<file path="src/rtl/ir_nec_pkg.sv">
// Shared types and NEC timing windows for the IR receive front end.
// Window limits are in 10 us ticks and inclusive.
package ir_nec_pkg;

  localparam int unsigned FRAME_BITS  = 32;

  localparam int unsigned LEAD_MK_MIN   = 800;
  localparam int unsigned LEAD_MK_MAX   = 1000;
  localparam int unsigned LEAD_SP_MIN   = 400;
  localparam int unsigned LEAD_SP_MAX   = 500;
  localparam int unsigned REPEAT_SP_MIN = 200;
  localparam int unsigned REPEAT_SP_MAX = 250;
  localparam int unsigned BIT_MK_MIN    = 40;
  localparam int unsigned BIT_MK_MAX    = 72;
  localparam int unsigned ZERO_SP_MIN   = 40;
  localparam int unsigned ZERO_SP_MAX   = 72;
  localparam int unsigned ONE_SP_MIN    = 140;
  localparam int unsigned ONE_SP_MAX    = 200;

  typedef enum logic [2:0] {
    StIdle,
    StLeadMark,
    StLeadSpace,
    StBitMark,
    StBitSpace,
    StCheck
  } nec_state_e;

  function automatic logic in_win(input logic [31:0] w, input int unsigned lo,
                                  input int unsigned hi);
    return (w >= lo) && (w <= hi);
  endfunction

  // Address and command bytes must each be followed by their complement.
  function automatic logic frame_ok(input logic [31:0] sr);
    return (sr[15:8] == ~sr[7:0]) && (sr[31:24] == ~sr[23:16]);
  endfunction

endpackage

</file>
<file path="src/rtl/ir_nec_decoder_if.sv">
// Raw IR input plus the decoded strobes and frame fields.
// The decoder side uses master; the receive state machine uses slave.
interface ir_nec_decoder_if;
  logic       ir_in;
  logic       read;
  logic       DONE;
  logic       ERROR;
  logic [7:0] address;
  logic [7:0] command;

  modport master (input ir_in, output read, DONE, ERROR, address, command);
  modport slave  (output ir_in, input read, DONE, ERROR, address, command);
endinterface

</file>
<file path="src/rtl/ir_pulse_timer.sv">
// Synchronises the IR line, detects edges and measures the time since the
// last edge in ticks, saturating at the counter maximum.
module ir_pulse_timer #(
  parameter int unsigned TICK_CYCLES = 500,
  parameter int unsigned WIDTH_W     = 11
) (
  input  logic               clk,
  input  logic               reset,
  input  logic               ir_in,
  output logic               fall,
  output logic               rise,
  output logic [WIDTH_W-1:0] width
);

  localparam int unsigned PW = (TICK_CYCLES > 1) ? $clog2(TICK_CYCLES) : 1;
  localparam logic [PW-1:0] PMAX = PW'(TICK_CYCLES - 1);

  logic               sync1_q, sync2_q, prev_q;
  logic [PW-1:0]      presc_q;
  logic [WIDTH_W-1:0] width_q;
  logic               tick;

  assign tick  = (presc_q == PMAX);
  assign fall  = prev_q & ~sync2_q;
  assign rise  = ~prev_q & sync2_q;
  assign width = width_q;

  always_ff @(posedge clk or negedge reset) begin
    if (!reset) begin
      sync1_q <= 1'b1;
      sync2_q <= 1'b1;
      prev_q  <= 1'b1;
      presc_q <= '0;
      width_q <= '0;
    end else begin
      sync1_q <= ir_in;
      sync2_q <= sync1_q;
      prev_q  <= sync2_q;
      presc_q <= tick ? '0 : presc_q + 1'b1;
      if (fall || rise) begin
        width_q <= '0;
      end else if (tick && (width_q != '1)) begin
        width_q <= width_q + 1'b1;
      end
    end
  end

endmodule

</file>
<file path="src/rtl/ir_nec_decoder.sv">
// NEC frame decoder: leader/bit classification FSM, LSB-first shift register
// and complement check, producing read/DONE/ERROR strobes.
module ir_nec_decoder
  import ir_nec_pkg::*;
#(
  parameter int unsigned TICK_CYCLES = 500,
  parameter int unsigned WIDTH_W     = 11
) (
  input  logic               clk,
  input  logic               reset,
  ir_nec_decoder_if.master   bus
);

  logic               fall, rise;
  logic [WIDTH_W-1:0] width;
  logic [31:0]        w;
  logic               is_zero, is_one;

  nec_state_e  state_q;
  logic [31:0] sr_q;
  logic [4:0]  bit_cnt_q;
  logic        read_q, done_q, error_q;
  logic [7:0]  addr_q, cmd_q;

  ir_pulse_timer #(
    .TICK_CYCLES(TICK_CYCLES),
    .WIDTH_W    (WIDTH_W)
  ) u_timer (
    .clk  (clk),
    .reset(reset),
    .ir_in(bus.ir_in),
    .fall (fall),
    .rise (rise),
    .width(width)
  );

  assign w       = 32'(width);
  assign is_zero = in_win(w, ZERO_SP_MIN, ZERO_SP_MAX);
  assign is_one  = in_win(w, ONE_SP_MIN, ONE_SP_MAX);

  assign bus.read    = read_q;
  assign bus.DONE    = done_q;
  assign bus.ERROR   = error_q;
  assign bus.address = addr_q;
  assign bus.command = cmd_q;

  always_ff @(posedge clk or negedge reset) begin
    if (!reset) begin
      state_q   <= StIdle;
      sr_q      <= '0;
      bit_cnt_q <= '0;
      read_q    <= 1'b0;
      done_q    <= 1'b0;
      error_q   <= 1'b0;
      addr_q    <= '0;
      cmd_q     <= '0;
    end else begin
      read_q  <= 1'b0;
      done_q  <= 1'b0;
      error_q <= 1'b0;
      unique case (state_q)
        StIdle: begin
          if (fall) state_q <= StLeadMark;
        end
        StLeadMark: begin
          if (rise) begin
            state_q <= in_win(w, LEAD_MK_MIN, LEAD_MK_MAX) ? StLeadSpace : StIdle;
          end else if (w > LEAD_MK_MAX) begin
            state_q <= StIdle;
          end
        end
        StLeadSpace: begin
          // Repeat codes fall through to IDLE silently, like any other bad space.
          if (fall) begin
            if (in_win(w, LEAD_SP_MIN, LEAD_SP_MAX)) begin
              state_q   <= StBitMark;
              bit_cnt_q <= '0;
              read_q    <= 1'b1;
            end else begin
              state_q <= StIdle;
            end
          end else if (w > LEAD_SP_MAX) begin
            state_q <= StIdle;
          end
        end
        StBitMark: begin
          if (rise && in_win(w, BIT_MK_MIN, BIT_MK_MAX)) begin
            state_q <= StBitSpace;
          end else if (rise || (w > BIT_MK_MAX)) begin
            state_q <= StIdle;
            error_q <= 1'b1;
          end
        end
        StBitSpace: begin
          if (fall && (is_zero || is_one)) begin
            sr_q <= {is_one, sr_q[31:1]};
            if (bit_cnt_q == 5'(FRAME_BITS - 1)) begin
              state_q <= StCheck;
            end else begin
              bit_cnt_q <= bit_cnt_q + 1'b1;
              state_q   <= StBitMark;
            end
          end else if (fall || (w > ONE_SP_MAX)) begin
            state_q <= StIdle;
            error_q <= 1'b1;
          end
        end
        StCheck: begin
          if (frame_ok(sr_q)) begin
            addr_q <= sr_q[7:0];
            cmd_q  <= sr_q[23:16];
            done_q <= 1'b1;
          end else begin
            error_q <= 1'b1;
          end
          state_q <= StIdle;
        end
        default: state_q <= StIdle;
      endcase
    end
  end

endmodule

</file>
<file path="src/flat_wrapper.sv">
// flat-port wrapper written by rule: the top's interface ports become plain ports
module ir_nec_decoder_flat import ir_nec_pkg::*;
#(
  parameter int unsigned TICK_CYCLES = 500,
  parameter int unsigned WIDTH_W     = 11
)
  (clk, reset, bus_ir_in, bus_read, bus_DONE, bus_ERROR, bus_address, bus_command);
  ir_nec_decoder_if bus_i ();
  input  logic clk;
  input  logic reset;
  input wire logic [$bits(bus_i.ir_in)-1:0] bus_ir_in;
  output wire logic [$bits(bus_i.read)-1:0] bus_read;
  output wire logic [$bits(bus_i.DONE)-1:0] bus_DONE;
  output wire logic [$bits(bus_i.ERROR)-1:0] bus_ERROR;
  output wire logic [$bits(bus_i.address)-1:0] bus_address;
  output wire logic [$bits(bus_i.command)-1:0] bus_command;
  assign bus_i.ir_in = bus_ir_in;
  assign bus_read = bus_i.read;
  assign bus_DONE = bus_i.DONE;
  assign bus_ERROR = bus_i.ERROR;
  assign bus_address = bus_i.address;
  assign bus_command = bus_i.command;
  ir_nec_decoder #(.TICK_CYCLES(TICK_CYCLES), .WIDTH_W(WIDTH_W)) u_core (.clk(clk), .reset(reset), .bus(bus_i));
endmodule
</file>
<file path="config.mk">
export PLATFORM = sky130hd
export DESIGN_NAME = ir_nec_decoder_flat
export DESIGN_NICKNAME = d
export VERILOG_FILES = /design/src/rtl/ir_nec_pkg.sv /design/src/rtl/ir_nec_decoder_if.sv /design/src/rtl/ir_pulse_timer.sv /design/src/rtl/ir_nec_decoder.sv /design/src/flat_wrapper.sv
export SDC_FILE = /design/constraint.sdc
export NUM_CORES = 1
export LEC_CHECK = 0
export CORE_MARGIN = 2
export CORE_UTILIZATION = 52
export DETAILED_ROUTE_END_ITERATION = 6
export PLACE_DENSITY = 0.71
export SYNTH_ARGS = -nofsm -noshare
export SYNTH_HDL_FRONTEND = slang
export SYNTH_SLANG_ARGS = --single-unit
</file>
<file path="constraint.sdc">
create_clock -name clk -period 4.2 [get_ports clk]
set_clock_uncertainty 0.2 [all_clocks]
set_input_delay 1.05 -clock clk [delete_from_list [all_inputs] [get_ports clk]]
set_output_delay 1.05 -clock clk [all_outputs]
set_load 0.01 [all_outputs]
</file>
==> flow_metrics.env <==
export IMPL_io_pin_count=22
export IMPL_fp_dieW_um=89.7
export IMPL_drt_total_wl_mm=6.63
export IMPL_synth_warning_count=0
export IMPL_clock_sinks=82
export IMPL_dr_first_iter_drc_count=158
export IMPL_n_antenna_cell=0
export IMPL_ctsRootBufferMaster="clkbuf_8"
export IMPL_max_freq_mhz=340
export IMPL_total_power_mw=1.46
export IMPL_fin_crit_ns=2.94
export IMPL_cts_tree="done"
export IMPL_ant_nets=0
export IMPL_critPathKind="register to register"
export IMPL_gp_congestion=0.842
export IMPL_yosys_register_bits=82
export IMPL_cts_resized=0
export IMPL_post_route_drc_count=0
export IMPL_r2r_end="u_core.bit_cnt_q[3]"
export IMPL_cts_hold_buf=0
export IMPL_start_util_pct=53.2
export IMPL_rsz0062_at_grt="no"
export IMPL_hold_viol_final=0
export IMPL_h_tree_depth=3
export IMPL_synthArstFlopShare_pct=100
export IMPL_nNetsFinal=357
export IMPL_tns_ns=0
export IMPL_synth_cells=325
export IMPL_reg2reg_from="u_core.u_timer.width[0]"
export IMPL_irDropWorstVdd_mv=0.192
export IMPL_drt_pre_antenna_iters=4
export IMPL_ff2ff_path_depth=7
export IMPL_synth_ff_type="dfrtp_1"
export IMPL_pre_cts_ws_ns=1.30
export IMPL_tightest_slew_ns=1.09
export IMPL_worst_setup_path_end_kind="register"
export IMPL_period_share_pct=70.1
export IMPL_final_cell_mix="dfrtp_1, mux2_2, nand2_1, xnor2_1, clkdlybuf4s50_1"
export IMPL_critical_path_startpoint_type="register"
export IMPL_placed_cell_area_um2=4120
export IMPL_first_global_vias=2381
export IMPL_num_vias=2524
export IMPL_grt_max_degree=83
export IMPL_clkTransAtPathRegs_ns=0.08
export IMPL_die_height_um=89.7
export IMPL_grt_pass1_wl_mm=11.2
export IMPL_cap_violations=0
export IMPL_fin_util_pct=60.3
export IMPL_crit_end="u_core.bit_cnt_q[3]"
export IMPL_portBuffers=21
export IMPL_num_rows=31
export IMPL_grt_total_usage_pct=18.2
export IMPL_cp_arrival_ns=3.01
export IMPL_startpoint="u_core.u_timer.width[0]"
export IMPL_p_per_area_nw_per_um2=337
export IMPL_r2r_setup_slack_ns=1.26
export IMPL_yosysUniqueCellTypes=51
export IMPL_maxSlewHeadroom_pct=26.8
export IMPL_synth_seq_area_share_pct=53.8
export IMPL_setup_ws_ns=1.26
export IMPL_core_um2=7180
export IMPL_final_area_um2=4330
export IMPL_postCtsSetupBuffers=0
export IMPL_dieArea_um2=8050
export IMPL_grt_overflow=0
export IMPL_syn_num_nets=335
export IMPL_antenna_found_initial=0
export IMPL_dpl_hpwl_mm=4.47
export IMPL_area_growth_pct=13.3
export IMPL_worstPathMaxFanout=18
export IMPL_clk_latency_ns=0.35
export IMPL_syn_avg_cell_area_um2=11.7
export IMPL_setup_violations=0
export IMPL_maxSlewViolCount=0
export IMPL_cts_buffers=9
export IMPL_ctsLongestPathBuffers=2
export IMPL_drive_above_1_share_pct=20.7
export IMPL_via_per_inst=5.60
export IMPL_final_common_cell="dfrtp_1"
export IMPL_synth_edf_count=0
export IMPL_synth_area_um2=3820
export IMPL_status="completed"
export IMPL_n_fill_cell=580
export IMPL_leakagePower_nw=1.99
export IMPL_required_ns=4.27
export IMPL_hold_class="register to register"
export IMPL_wl_per_cell_um=14.7
where the power goes:
part | internal, mW | switching, mW
Clock | 0.298 | 0.293
Sequential | 0.796 | 0.0130
Combinational | 0.0235 | 0.0360
Total | 1.12 | 0.342
registers in the layout (all words and copies together), names as in the netlist:
| name | flops |
|---|---|
| u_core.bus.ERROR | 1 |
| u_core.state_q | 3 |
| u_core.bit_cnt_q | 5 |
| u_core.bus.DONE | 1 |
| u_core.u_timer.width | 11 |
| u_core.bus.command | 8 |
| u_core.u_timer.prev_q | 1 |
| u_core.bus.address | 8 |
| u_core.u_timer.presc_q | 9 |
| u_core.u_timer.sync1_q | 1 |
| u_core.bus.read | 1 |
| u_core.u_timer.sync2_q | 1 |
| u_core.sr_q | 32 |
worst min path at each step:
stage                                       from                endpoint  cells past startpoint
final                     u_core.u_timer.sync1_q  u_core.u_timer.sync2_q                      0
after global routing      u_core.u_timer.sync1_q  u_core.u_timer.sync2_q                      0
after CTS                 u_core.u_timer.sync1_q  u_core.u_timer.sync2_q                      0
after detailed placement  u_core.u_timer.sync1_q  u_core.u_timer.sync2_q                      0
after global placement    u_core.u_timer.sync1_q  u_core.u_timer.sync2_q                      0
after floorplan           u_core.u_timer.sync1_q  u_core.u_timer.sync2_q                      0
critical path: stages (launching register included):
cell and delay (ns):
dfrtp_1 0.43, inv_1 0.12, ha_1 0.15, nand2b_1 0.09, a311o_4 0.45, or3_1 0.70, or4_1 0.58, a21oi_1 0.15
layer usage:
layer	track usage (%)	part of all wire (%)
met1	25.6	50
met2	26.9	44
met3	3.84	3.7
met4	8.96	1.7
met5	0	0
Yosys cell counts (all sizes together) (2+ instances only):
cell type / number / area share [%]
dfrtp: 79 / 52
mux2: 47 / 14
nand2: 24 / 2.4
xnor2: 20 / 4.6
o21ai: 15 / 2.0
nor2: 14 / 1.4
nand3: 13 / 1.7
clkbuf: 9 / 0.88
inv: 8 / 0.79
a21oi: 7 / 0.92
ha: 7 / 2.3
nor4: 7 / 1.1
nand4: 6 / 0.98
or3: 6 / 1.1
nor3: 5 / 0.66
xor2: 5 / 1.1
and3: 4 / 0.66
buf: 4 / 0.62
o21a: 4 / 0.79
dfstp: 3 / 2.1
o31ai: 3 / 0.59
a211o: 2 / 0.46
and2: 2 / 0.33
and4: 2 / 0.46
mux2i: 2 / 0.52
nand2b: 2 / 0.33
nor2b: 2 / 0.33
o2111ai: 2 / 0.46
o211ai: 2 / 0.39
final cells by class:
type | instances | area, µm² | area share [%]
flip-flops and latches | 82 | 2060 | 47.5
multi-input cells | 221 | 1670 | 38.6
repair buffers | 24 | 230 | 5.32
clock buffers | 10 | 138 | 3.18
well taps | 99 | 124 | 2.86
clock inverters | 6 | 73.8 | 1.71
inverters | 9 | 33.8 | 0.781
per-stage QoR:
stage,hold WS [ns],std cells
2_1_floorplan,0.145,325
3_3_place_gp,0.147,435
3_5_place_dp,0.147,435
4_1_cts,0.159,451
5_1_grt,0.170,451
6_report,0.159,451
cells by family after synthesis:
logic type,after synthesis,synth area share [%]
and+or+nand+nor,94,12.9
DFF,82,53.8
muxes,49,14.4
AOI/OAI and AO/OA,46,8.42
xor gates and xnor gates,25,5.73
buffers and inverters,22,2.39
adders and majority gates,7,2.29
Note: power is estimated with default switching activity, not from simulation.
